<file path="config.mk">
export PLATFORM = sky130hd
export DESIGN_NAME = scalar_writeback
export DESIGN_NICKNAME = d
export VERILOG_FILES = /design/src/rtl/scalar_pkg.sv /design/src/rtl/rr_arb2.sv /design/src/rtl/scalar_writeback.sv
export SDC_FILE = /design/constraint.sdc
export NUM_CORES = 1
export LEC_CHECK = 0
export ABC_AREA = 1
export CAP_MARGIN = 20
export CELL_PAD_IN_SITES_DETAIL_PLACEMENT = 0
export CELL_PAD_IN_SITES_GLOBAL_PLACEMENT = 1
export CORE_MARGIN = 4
export CORE_UTILIZATION = 26
export CTS_CLUSTER_DIAMETER = 120
export DETAILED_ROUTE_END_ITERATION = 10
export GPL_TIMING_DRIVEN = 0
export PLACE_DENSITY_LB_ADDON = 0.1
export SKIP_LAST_GASP = 1
export SYNTH_ARGS = -nofsm -noshare
export SYNTH_HDL_FRONTEND = slang
export SYNTH_SLANG_ARGS = --single-unit
</file>
<file path="constraint.sdc">
create_clock -name clk -period 1.7 [get_ports clk]
set_clock_uncertainty 0.2 [all_clocks]
set_input_delay 0.17 -clock clk [delete_from_list [all_inputs] [get_ports clk]]
set_output_delay 0.17 -clock clk [all_outputs]
set_load 0.02 [all_outputs]
</file>
<file path="src/rtl/scalar_pkg.sv">
`default_nettype none
// ============================================================================
// Module      : scalar_pkg
// Description : Shared constants and lane identifiers for the scalar
//               writeback block (register address width, register count,
//               producer lane ids).
// Revision    : 1.0 - initial release
// ============================================================================
package scalar_pkg;

   // Register address width and the number of architectural registers
   localparam int REG_AW   = 5;
   localparam int NUM_REGS = 32;

   // Producer lanes feeding the writeback port
   typedef enum logic {
      LANE_ALU = 1'b0,
      LANE_MEM = 1'b1
   } lane_e;

   // Returns the lane that should win a contended cycle, given the last winner
   function automatic lane_e rr_next(input lane_e last);
      return (last == LANE_ALU) ? LANE_MEM : LANE_ALU;
   endfunction

endpackage : scalar_pkg
`default_nettype wire

</file>
<file path="src/rtl/rr_arb2.sv">
`default_nettype none
// ============================================================================
// Module      : rr_arb2
// Description : Two-requester round-robin arbiter. Grants are combinational
//               from the requests; the last-granted lane is remembered so a
//               contended cycle goes to the other lane. After reset lane 0
//               (ALU) wins the first contended cycle.
// Revision    : 1.0 - initial release
// ============================================================================
module rr_arb2
   import scalar_pkg::*;
(
   input  logic clk,
   input  logic rst_n,
   input  logic req0_i,
   input  logic req1_i,
   output logic gnt0_o,
   output logic gnt1_o
);

   lane_e last_q;
   lane_e last_d;
   lane_e prio_w;

   // Grant the lone requester, or the preferred lane when both request
   always_comb begin
      prio_w = rr_next(last_q);
      gnt0_o = req0_i && (!req1_i || (prio_w == LANE_ALU));
      gnt1_o = req1_i && (!req0_i || (prio_w == LANE_MEM));
   end

   // Next value of the last-winner pointer; unchanged on idle cycles
   always_comb begin
      last_d = last_q;
      if (gnt0_o) begin
         last_d = LANE_ALU;
      end else if (gnt1_o) begin
         last_d = LANE_MEM;
      end
   end

   // Pointer register; reset as if MEM won last so ALU takes the first tie
   always_ff @(posedge clk or negedge rst_n) begin
      if (!rst_n) begin
         last_q <= LANE_MEM;
      end else begin
         last_q <= last_d;
      end
   end

endmodule : rr_arb2
`default_nettype wire

</file>
<file path="src/rtl/scalar_writeback.sv">
`default_nettype none
// ============================================================================
// Module      : scalar_writeback
// Description : Writeback stage for two producer lanes (ALU, MEM). One lane is
//               granted per cycle (round-robin), its result is registered onto
//               the register-file write port one cycle later, and a pending
//               mask tracks in-flight destinations for RAW hazard queries.
//               Optional macro WB_BYPASS_EN forwards the value being written
//               to matching operand queries and suppresses their hazard.
// Revision    : 1.0 - initial release
// ============================================================================
module scalar_writeback
   import scalar_pkg::*;
#(
   parameter int WIDTH = 32,
   parameter int NREG  = NUM_REGS
)(
   input  logic              clk,
   input  logic              rst_n,
   // producer lane 0 (ALU)
   input  logic              p0_valid,
   output logic              p0_ready,
   input  logic [REG_AW-1:0] p0_addr,
   input  logic [WIDTH-1:0]  p0_data,
   // producer lane 1 (MEM)
   input  logic              p1_valid,
   output logic              p1_ready,
   input  logic [REG_AW-1:0] p1_addr,
   input  logic [WIDTH-1:0]  p1_data,
   // destination allocation at issue
   input  logic              alloc_valid,
   input  logic [REG_AW-1:0] alloc_addr,
   // register-file write port
   output logic              wb_we,
   output logic [REG_AW-1:0] wb_wr,
   output logic [WIDTH-1:0]  wb_wd,
   // hazard queries
   input  logic [REG_AW-1:0] rr1,
   input  logic [REG_AW-1:0] rr2,
   output logic              hazard1,
   output logic              hazard2,
   // bypassed operands
   output logic              fwd1_valid,
   output logic [WIDTH-1:0]  fwd1_data,
   output logic              fwd2_valid,
   output logic [WIDTH-1:0]  fwd2_data
);

   logic              gnt0_w;
   logic              gnt1_w;
   logic              any_gnt_w;
   logic [REG_AW-1:0] sel_addr_w;
   logic [WIDTH-1:0]  sel_data_w;

   logic              wb_we_q,  wb_we_d;
   logic [REG_AW-1:0] wb_wr_q,  wb_wr_d;
   logic [WIDTH-1:0]  wb_wd_q,  wb_wd_d;
   logic [NREG-1:0]   pending_q, pending_d;

   rr_arb2 u_arb (
      .clk    (clk),
      .rst_n  (rst_n),
      .req0_i (p0_valid),
      .req1_i (p1_valid),
      .gnt0_o (gnt0_w),
      .gnt1_o (gnt1_w)
   );

   // Ready is the grant itself; select the winning lane's payload
   always_comb begin
      p0_ready   = gnt0_w;
      p1_ready   = gnt1_w;
      any_gnt_w  = gnt0_w || gnt1_w;
      sel_addr_w = gnt1_w ? p1_addr : p0_addr;
      sel_data_w = gnt1_w ? p1_data : p0_data;
   end

   // Next write-port state: writes to r0 are accepted but never committed;
   // address/data hold their last value while no write is in flight
   always_comb begin
      wb_we_d = any_gnt_w && (sel_addr_w != '0);
      wb_wr_d = wb_wr_q;
      wb_wd_d = wb_wd_q;
      if (wb_we_d) begin
         wb_wr_d = sel_addr_w;
         wb_wd_d = sel_data_w;
      end
   end

   // Next pending mask: clear on commit, then set on alloc so set wins a tie
   always_comb begin
      pending_d = pending_q;
      if (wb_we_q) begin
         pending_d[wb_wr_q] = 1'b0;
      end
      if (alloc_valid && (alloc_addr != '0)) begin
         pending_d[alloc_addr] = 1'b1;
      end
      pending_d[0] = 1'b0;
   end

   // Write-port and pending-mask registers; reset discards any in-flight result
   always_ff @(posedge clk or negedge rst_n) begin
      if (!rst_n) begin
         wb_we_q   <= 1'b0;
         wb_wr_q   <= '0;
         wb_wd_q   <= '0;
         pending_q <= '0;
      end else begin
         wb_we_q   <= wb_we_d;
         wb_wr_q   <= wb_wr_d;
         wb_wd_q   <= wb_wd_d;
         pending_q <= pending_d;
      end
   end

   assign wb_we = wb_we_q;
   assign wb_wr = wb_wr_q;
   assign wb_wd = wb_wd_q;

`ifdef WB_BYPASS_EN
   // Forward the value being committed this cycle and hide its hazard
   always_comb begin
      fwd1_valid = wb_we_q && (wb_wr_q == rr1) && (rr1 != '0);
      fwd2_valid = wb_we_q && (wb_wr_q == rr2) && (rr2 != '0);
      fwd1_data  = fwd1_valid ? wb_wd_q : '0;
      fwd2_data  = fwd2_valid ? wb_wd_q : '0;
      hazard1    = pending_q[rr1] && !fwd1_valid;
      hazard2    = pending_q[rr2] && !fwd2_valid;
   end
`else
   // No bypass network: hazards come straight from the pending mask
   always_comb begin
      fwd1_valid = 1'b0;
      fwd2_valid = 1'b0;
      fwd1_data  = '0;
      fwd2_data  = '0;
      hazard1    = pending_q[rr1];
      hazard2    = pending_q[rr2];
   end
`endif

endmodule : scalar_writeback
`default_nettype wire

</file>
Word-level counts from Yosys, hierarchy flattened --
Index checks and enable logic that the tools add are counted.
Operators by class: $add $sub $neg 0, multipliers 0, divide/modulo/power cells 0, $lt $le $gt $ge 6, eq/ne operators 0, shift operators 0, multiplexer cells 15, bitwise operators 3, reductions and logical operators 14
Operators with widths (count):
- $mux W32 | 3
- $and A32 B32 Y32 | 1
- $not A32 Y32 | 1
- $or A32 B32 Y32 | 1
- $lt A5 B6 Y1 const B | 4
- $bmux W1 S5 | 2
- $demux W1 S5 | 2
- $ge A5 B1 Y1 const B | 2
- $reduce_bool A5 Y1 | 2
- $mux W1 | 7
- $logic_and A1 B1 Y1 | 6
- $mux W5 | 1
- $logic_or A1 B1 Y1 | 3
- $logic_not A1 Y1 | 2
- $reduce_bool A2 Y1 | 1
Word-level totals: flip-flop bits (word level) 70, latch bits 0, RAM bits 0, memory bits (read-only) 0, output and inout port bits 108, memories kept 0

Logic depth before layout (Yosys ltp) --
depth in word-level cells 9, gate-level depth with buffers 11, depth with buffers taken out 9

Modules after synthesis --
From an unflattened synthesis, not the netlist that was laid out.
Unflattened totals: cells, all modules 540, area total of the unflattened synthesis 4249.1 µm²
By module, submodules not included:
- scalar_writeback | instances 1, cells each 529, area each 4184.0 µm², seq. area each 1726.7 µm²
- rr_arb2 | instances 1, cells each 11, area each 65.1 µm², seq. area each 26.3 µm²

Worst setup path after synthesis --
Ideal clock, no wire load.
path kind flip-flop to flip-flop, start point register u_arb.last_q, end point register wb_wr_q[2] (netlist: wb_wr[2]), arrival 1.445 ns, required time 1.382 ns, setup slack -0.063 ns, cell stages (with the launch flop) 12, clock period less this slack 1.763 ns, cells stage by stage dfstp_2 > nand2_2 > nand2_2 > buf_6 > nand2_1 > nand2_1 > inv_1 > nor2_1 > nand2_2 > buf_2 > nand3_1 > nand2_1
Between the ends: cells in the longest elaborated chain, start to end 6
RTL lines:
- start, declared | line rr_arb2.sv:21 | lane_e last_q;
- start signal, assigned | line rr_arb2.sv:47 | last_q <= last_d;
- $mux W1 | line scalar_pkg.sv:23 | return (last == LANE_ALU) ? LANE_MEM : LANE_ALU;
- $logic_or A1 B1 Y1 | line rr_arb2.sv:29 | gnt1_o = req1_i && (!req0_i || (prio_w == LANE_MEM));
- $logic_and A1 B1 Y1 | line rr_arb2.sv:29
- $mux W5 | line scalar_writeback.sv:74 | sel_addr_w = gnt1_w ? p1_addr : p0_addr;
- $reduce_bool A5 Y1 | line scalar_writeback.sv:81 | wb_we_d = any_gnt_w && (sel_addr_w != '0);
- $logic_and A1 B1 Y1 | line scalar_writeback.sv:81
- end signal, assigned | line scalar_writeback.sv:111 | wb_wr_q <= wb_wr_d;
- end, declared | line scalar_writeback.sv:56 | logic [REG_AW-1:0] wb_wr_q, wb_wr_d;
Parallel ways exist; a longest one is shown, timed or not. A chain may end at the register's enable or synchronous reset.

Worst setup path in the final report --
start point register u_arb.last_q, end point output p1_ready
Between the ends: cells in the longest elaborated chain, start to end 3
RTL lines:
- $mux W1 | line scalar_pkg.sv:23
- $logic_or A1 B1 Y1 | line rr_arb2.sv:29
- $logic_and A1 B1 Y1 | line rr_arb2.sv:29
- end, declared | line scalar_writeback.sv:27 | output logic p1_ready,
Every way passes these cells.

==> impl_metrics.tcl <==
set metrics [dict create \
    path_cells "nand2_4 -> nand2_4 -> buf_8 -> buf_12 -> inv_8 -> buf_8 -> buf_6" \
    dieArea_um2 19500 \
    slowest_stage "dfstp_2" \
    postPlaceCellArea_um2 6350 \
    period_share_pct 112 \
    routed_via_density 4.30 \
    synthesis.area_um2 4510 \
    violations "setup timing" \
    ant_nets 0 \
    root_buffer "clkbuf_16" \
    report.final.slew_viol_count 0 \
    maxCapViolations 0 \
    wl_per_cell_um 14.2 \
    power.total_mw 7.03 \
    ir_drop_uv 360 \
    p_int_mw 4.48 \
    clkPwrFrac_pct 26.4 \
    grt_first_pass_wirelength_mm 25.1 \
    cp.arrival_ps 1540 \
    design.core.area_um2 16800 \
    hold_viol 0 \
    p_per_area_nw_per_um2 968 \
    dpl.hpwl_mm 11.9 \
    end_kind "output port" \
    synth.distinct_cells 19 \
    drtPass1Iterations 4 \
    antenna_found_initial 1 \
    antenna_cells 0 \
    synth_edf_count 0 \
    cts_max_path_buffers 2 \
    hold_class "in -> reg" \
    clock-sinks 70 \
    io_pins 202 \
    drt_iter0_markers 185 \
    num_vias 4757 \
    final_layout_size_suffix_gt1_share_pct 22.9 \
    yosysMostFrequentCell "nand2_1" \
    clkSlewWorstSetupHoldPaths_ps 50 \
    grt_max_degree 71 \
    fin_nets 976 \
    port_buffers 130 \
    fmax_ghz 0.524 \
    die_w_um 140 \
    rsz0062_at_grt "true" \
    overflow 0 \
    syn-instance-count 657 \
    syn2layout_area_growth_pct 60.9 \
    yosys_warnings 0 \
    seq_power_share_pct 37.3 \
    rows 47 \
    synth_common_cells "261 x nand2_1, 113 x nand3_1, 69 x dfrtp_1" \
    synthTopCellsByArea "dfrtp_1 38%, nand2_1 22%, nand3_1 13%" \
    synth_seq_cells 70 \
    pwr-share-comb_pct 36.3 \
    finalCriticalPeriod_ps 1910 \
    yosys.area.top_type "dfrtp_1" \
    tritoncts "done" \
    fin_setup_tns_ps -7170 \
    crit_fanout 5 \
    cp.required_ps 1330 \
    crit_type "reg -> out" \
    worst_slew_pin_slew_ps 910 \
    chipHeight_um 140 \
    layout_setup_ws_ps -208 \
    swShare_pct 36.3 \
    drc_errors 0 \
    slew_headroom_pct 39.3 \
    finalWirelength_mm 15.7 \
    critPathMaxStageDelay_ps 560 \
    setup-violations-final 41 \
    fin_area_um2 7260 \
    p_leak_nw 3.95 \
    synth_top_area_share_pct 38.2 \
    routabilityCongestion 0.878 \
    start_util_pct 26.8 \
    p_sw_mw 2.55 \
    grt_use_total_pct 15.8 \
    htree_levels 3 \
    grt_pass1_vias 4849 \
    crit_path_start_kind "register" \
    numCtsBuffers 9 \
    synth-async-reset-ratio_pct 100 \
    ys.flop_type "dfrtp_1" \
    avgSynthCellArea_um2 6.87 \
    seq_area_frac_synth_pct 38.8 \
    clk_latency_ps 330 \
    status "complete, but fails checks" \
]
## cell families (layout without fill, tap and decap cells)
group | count (synthesis) | after routing | share of synthesized area, %
other | 1 | 66 | 0.0831
AOI/OAI and AO/OA | 66 | 66 | 7.54
and+or+nand+nor | 385 | 386 | 35.8
buffers and inverters | 135 | 299 | 17.7
DFF | 70 | 70 | 38.8
## power by group through the flow
stage               clock, mW  sequential, mW  combinational, mW
finish                   1.86            2.62               2.55
global route             1.97            2.70               2.85
CTS                      1.90            2.61               2.44
detailed placement          0            2.63               2.31
global placement            0            2.60               2.28
floorplan                   0            2.63               1.29
## critical path, delay by kind of cell (launching register included)
kind	cells	cell delay, ps
buf+inv	5	500
flops	1	560
simple gates	2	140
## placed cells by master (no fill, tap or decap), types with 22 or more instances in the layout
master and n:
nand2_1 246, o21ai_0 63, clkdlybuf4s50_1 91, nand3_1 75
conb_1 66, inv_1 31, buf_4 82, dfrtp_1 69
dlymetal6s2s_1 22, nand3_2 37
## through the flow
| step | std cells | util (%) | hold slack (ps) | setup WS [ps] |
|---|---|---|---|---|
| final | 1107 | 43.2 | 23.9 | -208 |
| after global routing | 1107 | 43.2 | 32.3 | -299 |
| after CTS | 1104 | 41.7 | 25.6 | -222 |
| after detailed placement | 1072 | 37.8 | 170 | -737 |
| after global placement | 1072 | 37.8 | 253 | -2150 |
| after floorplan | 722 | - | -326 | -57.2 |
## flip-flops by register name, indices dropped and copies added, names as in the netlist
register,cells
wb_wr,5
pending_q,31
wb_we,1
wb_wd,32
u_arb.last_q,1
## final timing paths
path / startpoint / end / slack (ps) / depth (start not counted)
setup / recovery: u_arb.last_q$_DFFE_PN1P_ / p1_ready / -210 / 7
hold / removal: p1_valid / u_arb.last_q$_DFFE_PN1P_ / 20 / 3
setup reg to reg: u_arb.last_q$_DFFE_PN1P_ / wb_wd[19]$_DFFE_PN0P_ / -210 / 10
hold reg to reg: wb_wd[26]$_DFFE_PN0P_ / wb_wd[26]$_DFFE_PN0P_ / 270 / 2
max in group asynchronous: rst_n / pending_q[10]$_DFF_PN0_ / 390 / 2
min in group asynchronous: rst_n / wb_wd[10]$_DFFE_PN0P_ / 330 / 2
## repair_timing
item                       CTS  global route
hold buffers                 1             0
resized for setup          100            63
hold endpoints to repair    69             0
cloned                       4             1
pin swaps                   31            28
setup endpoints to repair   54            62
setup buffers               14             2
## per-layer routing
layer  up-vias  GRT usage, %  routed length, um
li1       2416             -                  -
met1      2166          18.4               6210
met2       148          27.9               7990
met3        25          4.87               1230
met4         2          4.54                255
met5         -             0                  7
## layout make-up
| type | instances | area [um2] |
|---|---|---|
| clock buffer | 12 | 246 |
| fill | 1712 | 9560 |
| timing repair buffer | 151 | 1580 |
| clock inverter | 4 | 47.5 |
| inverter | 43 | 171 |
| multi-input combinational | 518 | 2500 |
| buffer | 89 | 683 |
| tap | 220 | 275 |
| sequential | 70 | 1750 |
No activity file was read; power rests on OpenSTA's default activity.
